===== config.mk =====
export PLATFORM = sky130hd
export DESIGN_NAME = sparc_exu_div_seq
export DESIGN_NICKNAME = d
export VERILOG_FILES = /design/src/rtl/sparc_exu_div_seq.sv
export SDC_FILE = /design/constraint.sdc
export NUM_CORES = 1
export LEC_CHECK = 0
export CORE_MARGIN = 2
export CORE_UTILIZATION = 40
export CTS_CLUSTER_DIAMETER = 40
export DETAILED_ROUTE_END_ITERATION = 8
export SLEW_MARGIN = 25
export SYNTH_ARGS = -nofsm -noshare
export SYNTH_HDL_FRONTEND = slang
export SYNTH_SLANG_ARGS = --single-unit

===== constraint.sdc =====
create_clock -name clk -period 5.5 [get_ports clk]
set_input_delay 0.55 -clock clk [delete_from_list [all_inputs] [get_ports clk]]
set_output_delay 0.55 -clock clk [all_outputs]
set_load 0.05 [all_outputs]

===== src/rtl/sparc_exu_div_seq.sv =====
`default_nettype none
// ============================================================================
// Module   : sparc_exu_div_seq
// Purpose  : Sequential 64/32 restoring divider for SPARC V8 UDIV/SDIV.
//            Dividend is {Y, rs1}; one quotient bit per cycle, truncation
//            toward zero, V8 saturation on overflow, one-hot thread tag out.
//            Optional macro SPARC_EXU_DIV_CC_EN adds div_ccr = {N,Z,V,C}.
// Revision : 1.0 - initial release
// ============================================================================
module sparc_exu_div_seq #(
    parameter int DW   = 32,
    parameter int CNTW = 6
) (
    input  logic          clk,
    input  logic          reset,
    input  logic          div_start,
    input  logic          div_signed,
    input  logic [3:0]    div_thr,
    input  logic [DW-1:0] yreg_mdq_y_e,
    input  logic [DW-1:0] div_rs1,
    input  logic [DW-1:0] div_rs2,
    input  logic          div_kill,
    output logic          div_busy,
    output logic          div_done,
    output logic [DW-1:0] div_result,
    output logic [3:0]    div_thr_done,
    output logic          div_ovf,
    output logic          div_zero
`ifdef SPARC_EXU_DIV_CC_EN
    ,
    output logic [3:0]    div_ccr
`endif
);

    localparam logic [2:0] S_IDLE = 3'd0;
    localparam logic [2:0] S_PREP = 3'd1;
    localparam logic [2:0] S_ITER = 3'd2;
    localparam logic [2:0] S_FIX  = 3'd3;
    localparam logic [2:0] S_DONE = 3'd4;

    localparam logic [DW-1:0]   c_pos_max = {1'b0, {(DW-1){1'b1}}};
    localparam logic [DW-1:0]   c_neg_min = {1'b1, {(DW-1){1'b0}}};
    localparam logic [CNTW-1:0] c_last    = CNTW'(DW-1);

    logic [2:0]      r_state, w_next;
    logic            r_signed, r_neg, r_ovf_pre;
    logic [3:0]      r_thr;
    logic [DW-1:0]   r_hi;       // Y, then unused after PREP
    logic [DW-1:0]   r_lo;       // rs1; shifts dividend bits out, quotient bits in
    logic [DW-1:0]   r_dvs;      // raw divisor, then its magnitude
    logic [DW:0]     r_rem;
    logic [CNTW-1:0] r_cnt;
    logic [DW-1:0]   r_result;
    logic            r_ovf, r_zero;

    logic            w_dvd_neg, w_dvs_neg, w_dvs_zero, w_ovf_pre, w_qbit;
    logic [2*DW-1:0] w_dvd, w_dvd_abs;
    logic [DW-1:0]   w_dvs_abs;
    logic [DW:0]     w_shift, w_diff;
    logic            w_res_we, w_ovf_nxt;
    logic [DW-1:0]   w_res_nxt;

    // Magnitude preparation and the restoring trial subtraction
    always_comb begin
        w_dvd      = {r_hi, r_lo};
        w_dvd_neg  = r_signed & r_hi[DW-1];
        w_dvs_neg  = r_signed & r_dvs[DW-1];
        w_dvd_abs  = w_dvd_neg ? -w_dvd : w_dvd;
        w_dvs_abs  = w_dvs_neg ? -r_dvs : r_dvs;
        w_dvs_zero = (r_dvs == '0);
        // Upper half not below divisor means the quotient exceeds DW bits
        w_ovf_pre  = (w_dvd_abs[2*DW-1:DW] >= w_dvs_abs);
        w_shift    = {r_rem[DW-1:0], r_lo[DW-1]};
        w_diff     = w_shift - {1'b0, r_dvs};
        // Remainder stays below divisor, so bit DW is a clean borrow flag
        w_qbit     = ~w_diff[DW];
    end

    // Result write-back value: zero-divide in PREP, sign fix/saturation in FIX
    always_comb begin
        w_res_we  = 1'b0;
        w_ovf_nxt = 1'b0;
        w_res_nxt = '0;
        if (r_state == S_PREP && !div_kill && w_dvs_zero) begin
            w_res_we = 1'b1;
        end else if (r_state == S_FIX && !div_kill) begin
            w_res_we = 1'b1;
            if (!r_signed) begin
                w_ovf_nxt = r_ovf_pre;
                w_res_nxt = w_ovf_nxt ? {DW{1'b1}} : r_lo;
            end else if (!r_neg) begin
                w_ovf_nxt = r_ovf_pre | r_lo[DW-1];
                w_res_nxt = w_ovf_nxt ? c_pos_max : r_lo;
            end else begin
                w_ovf_nxt = r_ovf_pre | (r_lo > c_neg_min);
                w_res_nxt = w_ovf_nxt ? c_neg_min : -r_lo;
            end
        end
    end

    // State register
    always_ff @(posedge clk) begin
        if (reset) r_state <= S_IDLE;
        else       r_state <= w_next;
    end

    // Next-state logic; kill aborts only the working states
    always_comb begin
        w_next = r_state;
        case (r_state)
            S_IDLE: if (div_start) w_next = S_PREP;
            S_PREP: begin
                if (div_kill)        w_next = S_IDLE;
                else if (w_dvs_zero) w_next = S_DONE;
                else if (w_ovf_pre)  w_next = S_FIX;
                else                 w_next = S_ITER;
            end
            S_ITER: begin
                if (div_kill)             w_next = S_IDLE;
                else if (r_cnt == c_last) w_next = S_FIX;
            end
            S_FIX:  w_next = div_kill ? S_IDLE : S_DONE;
            S_DONE: w_next = S_IDLE;
            default: w_next = S_IDLE;
        endcase
    end

    // Operand capture, iteration datapath and result/flag registers
    always_ff @(posedge clk) begin
        if (reset) begin
            r_signed  <= 1'b0;
            r_neg     <= 1'b0;
            r_ovf_pre <= 1'b0;
            r_thr     <= '0;
            r_hi      <= '0;
            r_lo      <= '0;
            r_dvs     <= '0;
            r_rem     <= '0;
            r_cnt     <= '0;
            r_result  <= '0;
            r_ovf     <= 1'b0;
            r_zero    <= 1'b0;
        end else begin
            case (r_state)
                S_IDLE: if (div_start) begin
                    r_signed <= div_signed;
                    r_thr    <= div_thr;
                    r_hi     <= yreg_mdq_y_e;
                    r_lo     <= div_rs1;
                    r_dvs    <= div_rs2;
                    r_ovf    <= 1'b0;
                    r_zero   <= 1'b0;
                end
                S_PREP: if (!div_kill && !w_dvs_zero) begin
                    r_dvs     <= w_dvs_abs;
                    r_neg     <= w_dvd_neg ^ w_dvs_neg;
                    r_ovf_pre <= w_ovf_pre;
                    r_rem     <= {1'b0, w_dvd_abs[2*DW-1:DW]};
                    r_lo      <= w_dvd_abs[DW-1:0];
                    r_cnt     <= '0;
                end
                S_ITER: begin
                    r_rem <= w_qbit ? w_diff : w_shift;
                    r_lo  <= {r_lo[DW-2:0], w_qbit};
                    r_cnt <= r_cnt + CNTW'(1);
                end
                default: ;
            endcase
            if (w_res_we) begin
                r_result <= w_res_nxt;
                r_ovf    <= w_ovf_nxt;
                r_zero   <= (r_state == S_PREP);
            end
        end
    end

`ifdef SPARC_EXU_DIV_CC_EN
    logic [3:0] r_ccr;

    // Condition codes follow each result write and hold with it
    always_ff @(posedge clk) begin
        if (reset)         r_ccr <= '0;
        else if (w_res_we) r_ccr <= {w_res_nxt[DW-1], (w_res_nxt == '0), w_ovf_nxt, 1'b0};
    end

    assign div_ccr = r_ccr;
`endif

    assign div_busy     = (r_state != S_IDLE);
    assign div_done     = (r_state == S_DONE);
    assign div_thr_done = div_done ? r_thr : 4'b0000;
    assign div_result   = r_result;
    assign div_ovf      = r_ovf;
    assign div_zero     = r_zero;

endmodule
`default_nettype wire


==> results of run 1 <==
power by group:
| part | internal [mW] | switching [mW] | leakage (nW) |
|---|---|---|---|
| registers | 1.39 | 0.156 | 1.46 |
| logic | 0.746 | 1.14 | 4.21 |
| clock network | 0.641 | 0.592 | 0.273 |
cells in the final DEF (no fill, tap or decap), types with 36 or more instances in the layout:
cell,netlist,final
nand2_1,196,194
o21ai_0,108,108
nor3_1,48,48
nor2_1,244,242
dfxtp_1,178,178
clkdlybuf4s50_1,0,143
a21oi_1,183,183
inv_1,57,57
a2111oi_0,36,36
xnor2_1,59,59
ha_1,67,67
path summary, 6_finish.rpt:
| check | to | slack, ns | depth (start not counted) | startpoint |
|---|---|---|---|---|
| min | div_result[31] | 0.44 | 2 | div_result[31] |
| min reg2reg | div_result[31] | 0.44 | 2 | div_result[31] |
| max | r_ovf_pre | 0.80 | 15 | r_lo[24] |
| max reg2reg | r_ovf_pre | 0.80 | 15 | r_lo[24] |
layer usage:
| layer | up-vias | wire, um | share of wire (%) | global-route usage, % |
|---|---|---|---|---|
| met3 | 83 | 3410 | 7.3 | 3.66 |
| met4 | 0 | 1420 | 3.0 | 9.63 |
| met5 | - | 0 | 0 | 0 |
| met2 | 600 | 20700 | 45 | 43.5 |
| met1 | 6388 | 20900 | 45 | 37.4 |
| li1 | 6541 | - | - | - |
cells by family (layout without fill, tap and decap cells):
| kind of cell | count (synthesis) | after routing | share of synthesized area, % |
|---|---|---|---|
| AND/OR/NAND/NOR | 644 | 644 | 22.7 |
| AO/OA/AOI/OAI | 569 | 569 | 28.8 |
| buffers and inverters | 188 | 257 | 5.71 |
| flip-flops | 178 | 178 | 27.5 |
| XOR/XNOR | 97 | 97 | 6.79 |
| adder cells (fa/ha/maj) | 68 | 68 | 6.63 |
| multiplexers | 23 | 23 | 1.82 |
flip-flops by register name (all words and copies together), names as in the netlist, 3 cells and up:
register,flops
div_result,32
r_cnt,6
r_dvs,32
r_hi,32
r_lo,32
r_rem,32
r_state,3
r_thr,4
layout make-up:
class | instances | area (sq um) | area share (%)
well taps | 402 | 503 | 3.32
flip-flops and latches | 178 | 3560 | 23.5
multi-input cells | 1401 | 8680 | 57.2
inverters | 58 | 218 | 1.44
repair buffers | 167 | 1620 | 10.7
clock buffers | 18 | 429 | 2.83
clock inverters | 14 | 148 | 0.973
through the flow:
| step | power, mW | setup WS (ns) | util (%) |
|---|---|---|---|
| after detailed placement | 3.42 | 0.863 | 46.0 |
| after floorplan | 2.86 | 1.49 | - |
| after global placement | 3.40 | 0.939 | 46.0 |
| after CTS | 4.66 | 0.852 | 47.8 |
| final | 4.67 | 0.797 | 47.8 |
| after global routing | 4.93 | 0.483 | 47.8 |
worst reg2reg max path, cell delays in order (launching register included):
cell and delay, ns:
dfxtp_1 0.44, or4_4 0.64, or4_4 0.59, nor4_2 0.64, and2_4 0.30, a31oi_1 0.10, xor2_1 0.20, ha_1 0.21
a21o_1 0.15, a21o_1 0.17, a21oi_1 0.13, o21ai_0 0.11, a21o_1 0.18, a221o_1 0.33, o21ai_0 0.26, a21oi_1 0.10
synthesized netlist by cell type (14+ instances only):
cell type    n
nor2_1     244
nand2_1    196
a21oi_1    183
dfxtp_1    178
clkbuf_1   110
o21ai_0    108
ha_1        67
xnor2_1     59
inv_1       57
nor3_1      48
a2111oi_0   36
xor2_1      34
a21o_1      33
a211oi_1    27
a31oi_1     26
nand3_1     26
a222oi_1    22
or3_1       21
mux2i_1     19
o211ai_1    18
nand4_1     17
o21a_1      14
==> impl_metrics.py, run 1 <==
metrics = {
    "timing": {
        "rsz0062_at_grt": "no",
        "period_needed_ns": 4.70,
        "finalSetupViolCount": 0,
        "maxSlewHeadroom_pct": 38.1,
        "period_share_pct": 85.5,
        "finClkSkew_ns": 0.0142,
        "tns_ns": 0,
        "worst_slew_pin_slew_ns": 0.929,
        "hold_viol": 0,
        "worst_hold_slack_ns": 0.445,
        "max_clock_freq_ghz": 0.213,
        "maxSlewViolCount": 0,
    },
    "floorplan": {
        "dieArea_sq_um": 33800,
        "start_util_pct": 40.8,
        "die_y_um": 184,
        "die_w_um": 184,
        "ioPinCount": 145,
        "placementRows": 65,
        "coreArea_sq_um": 31700,
    },
    "job": {
        "cap_violations": 0,
    },
    "finish": {
        "antennaDiodeCount": 0,
        "final_layout_size_suffix_gt1_share_pct": 4.79,
        "syn_to_final_growth_pct": 17.1,
        "finalNonFillerCells": 2238,
        "fin_nets": 1996,
        "fillerInstances": 3193,
        "design_area_sq_um": 15200,
    },
    "setup_path": {
        "critPathTopFamily": "simple AND/OR/NAND/NOR gates",
        "cp_data_arrival_time_ns": 4.99,
        "critical_path_class": "reg2reg",
        "cp_num_buf_inv": 0,
        "cp_data_required_time_ns": 5.79,
        "slowest_delay_ns": 0.64,
        "cp_max_fo": 15,
        "path_cells": "or4_4, or4_4, nor4_2, and2_4, a31oi_1, xor2_1, ha_1, a21o_1, a21o_1, a21oi_1, o21ai_0, a21o_1, a221o_1, o21ai_0, a21oi_1",
        "critical_path.slowest_cell": "or4_4",
        "end_kind": "flop",
        "cp_common_cell": "a21o_1",
        "start_kind": "flop",
    },
    "run_status": {
        "status": "complete, no violations",
    },
    "yosys": {
        "yosysWarnings": 0,
        "synth_cells": 1767,
        "synth_ff_type": "dfxtp_1",
        "yosysTopAreaCell": "dfxtp_1",
        "synth-async-reset-ratio_pct": 0,
        "synth_edf_count": 0,
        "synth.top_cell.area_share_pct": 27.5,
        "synth_area_sq_um": 13000,
        "ys_ff_latch": 178,
        "synth_nets": 1940,
        "postSynthAreaPerCell_sq_um": 7.33,
        "synth_cell_types": 81,
        "ys_seq_area_share_pct": 27.5,
        "synthTopCellsByArea": "dfxtp_1, a21oi_1, nor2_1, ha_1, nand2_1",
    },
    "cts": {
        "cts_made_buffers": 17,
        "cts-root-buf": "clkbuf_16",
        "path_clk_slew_ns": 0.07,
        "cts_setup_buffers": 0,
        "clock_latency_ns": 0.45,
        "cts_tree": "done",
        "cts_hold_buf": 0,
        "cts_buffer_depth": 2,
        "cts_sinks": 178,
        "cts_resized": 0,
        "htreeDepth": 4,
    },
    "placement": {
        "routabilityCongestion": 0.912,
        "dp_hpwl_um": 33900,
        "place_area_sq_um": 14600,
        "io_buffers": 144,
        "dp_cells": 2206,
    },
    "detailed_routing": {
        "drc_errors": 0,
        "ant_nets": 0,
        "dr.pass1.iters": 7,
        "wl_per_cell_um": 20.8,
        "drt-initial-drc-count": 1399,
        "drt_wl_total_um": 46500,
        "dr_total_vias": 13612,
        "vias_per_cell": 6.08,
    },
    "global_routing": {
        "grt_pass1_vias": 12746,
        "track_usage_pct": 27.2,
        "grt_max_degree": 82,
        "grt_overflow_total": 0,
        "antenna_found_initial": 0,
        "grt_pass1_wl_um": 71900,
    },
    "power_and_ir_drop": {
        "p_leak_nw": 5.94,
        "peakVddDrop_mv": 0.228,
        "p_per_area_nw_per_um2": 308,
    },
    "hold_path": {
        "hp-class": "reg2reg",
    },
}
Note: power is estimated with default switching activity, not from simulation.
==> run 2: changes to the inputs <==
--- a/config.mk
+++ b/config.mk
@@ -5,6 +5,7 @@
 export SDC_FILE = /design/constraint.sdc
 export NUM_CORES = 1
 export LEC_CHECK = 0
+export ABC_AREA = 1
 export CORE_MARGIN = 2
 export CORE_UTILIZATION = 40
 export CTS_CLUSTER_DIAMETER = 40
==> constraint.sdc (replaced) <==
create_clock -name clk -period 4.69 [get_ports clk]
set_input_delay 0.469 -clock clk [delete_from_list [all_inputs] [get_ports clk]]
set_output_delay 0.469 -clock clk [all_outputs]
set_load 0.05 [all_outputs]
==> impl_metrics.py, run 2 <==
metrics = {
    "run_status": {
        "status": "complete, no violations",
    },
    "timing": {
        "maxSlewViolCount": 0,
        "finalSetupViolCount": 0,
        "max_clock_freq_ghz": 0.258,
        "worst_slew_pin_slew_ns": 0.995,
        "tns_ns": 0,
        "maxSlewHeadroom_pct": 33.6,
        "finClkSkew_ns": 0.0151,
        "rsz0062_at_grt": "no",
        "hold_viol": 0,
        "period_share_pct": 82.7,
        "period_needed_ns": 3.88,
    },
    "finish": {
        "seq_area_sq_um": 3560,
        "most-common-layout-cells": "nand2_1, nor2_1, inv_1, a21oi_1, dfxtp_1",
        "fin_nets": 2765,
        "multi_input_area_sq_um": 9710,
        "final_common_cell": "nand2_1",
        "fillerInstances": 3999,
        "final_layout_size_suffix_gt1_share_pct": 5.68,
        "syn_to_final_growth_pct": 15.3,
    },
    "detailed_routing": {
        "dr_total_vias": 16814,
        "dr.pass1.iters": 6,
        "drc_errors": 0,
        "vias_per_cell": 5.47,
        "drt_wl_total_um": 60800,
        "wl_per_cell_um": 19.8,
        "ant_nets": 0,
        "drt-initial-drc-count": 1566,
    },
    "floorplan": {
        "dieArea_sq_um": 38800,
        "die_w_um": 197,
        "start_util_pct": 40.7,
        "placementRows": 70,
        "die_y_um": 197,
        "ioPinCount": 145,
        "coreArea_sq_um": 36600,
    },
    "setup_path": {
        "reg2reg_slack_ns": 0.81,
        "path_cells": "inv_1, ha_1, nand3_1, inv_1, nand2_1, nor2_1, nand3_1, nand2_1, nand2_1, nand2_1, inv_1, ha_1, nand4_1, inv_1, nand2_1, nor4b_1, nand3_1, nand3_1, nand2_1, nand2_1, nand2_1, nor2_1",
        "critical_path_class": "reg2reg",
        "cp_data_required_time_ns": 5.10,
        "critPathTopFamily": "simple AND/OR/NAND/NOR gates",
        "r2r_start": "r_lo[0]",
        "start_kind": "flop",
        "reg2reg_depth": 22,
        "cp_data_arrival_time_ns": 4.29,
        "cp_common_cell": "nand2_1",
        "slowest_delay_ns": 0.43,
        "cp_num_buf_inv": 4,
        "critical_path.slowest_cell": "nor4b_1",
        "end_kind": "flop",
        "r2r_end": "r_state[0]",
        "cp_max_fo": 5,
    },
    "power_and_ir_drop": {
        "p_seq_share_pct": 27.5,
        "p_clk_share_pct": 21.4,
        "combinationalPowerShare_pct": 51.0,
        "p_per_area_nw_per_um2": 395,
        "p_leak_nw": 7.72,
        "p_int_mw": 3.42,
        "power_mw": 6.78,
        "p_sw_mw": 3.36,
        "power_switching_share_pct": 49.5,
        "peakVddDrop_mv": 0.283,
    },
    "yosys": {
        "synth.top_cell.area_share_pct": 23.9,
        "synth_edf_count": 0,
        "synth_nets": 2678,
        "postSynthAreaPerCell_sq_um": 5.94,
        "ys_seq_area_share_pct": 23.9,
        "synthTopCellsByArea": "dfxtp_1, nand2_1, inv_1, nor2_1, a21oi_1",
        "synth_area_sq_um": 14900,
        "synth_cells": 2505,
        "ys_top_cells_by_count": "nand2_1, inv_1, nor2_1",
        "synth_ff_type": "dfxtp_1",
        "synth_cell_types": 53,
        "yosysWarnings": 0,
        "ys_ff_latch": 178,
        "synth_most_common_cell": "nand2_1",
        "yosysTopAreaCell": "dfxtp_1",
        "synth-async-reset-ratio_pct": 0,
    },
    "cts": {
        "cts_tree": "done",
        "cts_made_buffers": 17,
        "clock_latency_ns": 0.47,
        "cts_hold_buf": 0,
        "cts_sinks": 178,
        "cts_buffer_depth": 2,
        "path_clk_slew_ns": 0.08,
        "cts_resized": 0,
        "cts_setup_buffers": 0,
        "htreeDepth": 4,
        "cts-root-buf": "clkbuf_16",
    },
    "placement": {
        "dp_hpwl_um": 47300,
        "routabilityCongestion": 0.992,
        "io_buffers": 144,
    },
    "global_routing": {
        "grt_max_degree": 102,
        "grt_overflow_total": 0,
        "grt_util_met3_pct": 4.40,
        "use_met2_pct": 49.9,
        "top_usage_layer": "met2",
        "grtUsageMet1_pct": 45.7,
        "track_usage_pct": 31.7,
        "grt_pass1_vias": 15926,
        "grt_pass1_wl_um": 94400,
        "antenna_found_initial": 1,
    },
    "hold_path": {
        "holdPathEnd": "r_thr[0]",
        "hp-class": "reg2reg",
        "worstHoldStart": "r_thr[0]",
        "hold-path-cell-count": 2,
    },
    "job": {
        "cap_violations": 0,
    },
}
## run 2: cell types whose count changed in the layout (fill, tap and decap cells not counted), moves of 34 or more
cell / before / now
o21ai_1: 2 / 36
xnor2_1: 59 / 4
o21ai_0: 108 / 170
a2111oi_0: 36 / 0
xor2_1: 34 / 68
nand3_1: 26 / 142
inv_1: 57 / 292
nand2_1: 194 / 735
nor2_1: 242 / 293
## run 2: area by class of cell
type                            count  share of cell area, %
Antenna cell                        1                 0.0146
Clock buffer                       17                   2.48
Clock inverter                     15                  0.787
Inverter                          309                   6.77
Multi-Input combinational cell   1923                   56.6
Sequential cell                   178                   20.8
Tap cell                          468                   3.41
Timing Repair Buffer              163                   9.22
## run 2: per-layer routing
layer	wire, um	vias to the layer above
li1	-	8281
met4	1060	0
met2	26500	575
met1	29100	7908
met5	0	-
met3	4140	50
## run 2: tightest hold or removal path, cell delays in order, from the launching register on
cell and delay [ns]:
dfxtp_1 0.30, inv_1 0.06, a21oi_1 0.05
## run 2: cells by family (layout without fill, tap and decap cells)
group,Yosys count,count (layout),share of synthesized area (%)
DFF,178,178,23.9
xor gates and xnor gates,72,72,4.24
buffers and inverters,404,504,10.9
other,0,1,0
adders and majority gates,68,68,5.77
and+or+nand+nor,1284,1284,35.9
AOI/OAI and AO/OA,499,499,19.3
## run 2: per-stage QoR
stage / utilization [%] / setup WS [ns] / cells / cell area [sq um] / hold WS [ns]
floorplan: - / 1.78 / 2505 / 14900 / 0.430
global placement: 45.3 / 1.09 / 3041 / 16600 / 0.440
detailed placement: 45.3 / 0.983 / 3041 / 16600 / 0.449
CTS: 46.9 / 0.946 / 3073 / 17200 / 0.461
global route: 46.9 / 0.628 / 3073 / 17200 / 0.478
finish: 46.9 / 0.813 / 3074 / 17200 / 0.455
## run 2: how the worst max path moves through the flow
| stage | startpoint | endpoint | depth (start not counted) |
|---|---|---|---|
| 3_5_place_dp | r_lo[0] | r_state[0] | 22 |
| 3_3_place_gp | r_lo[0] | r_state[0] | 22 |
| 4_1_cts | r_lo[0] | r_state[0] | 22 |
| 5_1_grt | r_lo[0] | r_state[0] | 22 |
| 6_report | r_lo[0] | r_state[0] | 22 |
| 2_1_floorplan | r_state[2] | div_thr_done[0] | 4 |
## run 2: power by group through the flow
| stage | sequential (mW) | clock, mW | combinational [mW] |
|---|---|---|---|
| floorplan | 1.84 | 0 | 2.43 |
| global placement | 1.89 | 0 | 3.38 |
| detailed placement | 1.89 | 0 | 3.39 |
| CTS | 1.86 | 1.47 | 3.40 |
| global route | 1.89 | 1.53 | 3.85 |
| finish | 1.87 | 1.45 | 3.46 |
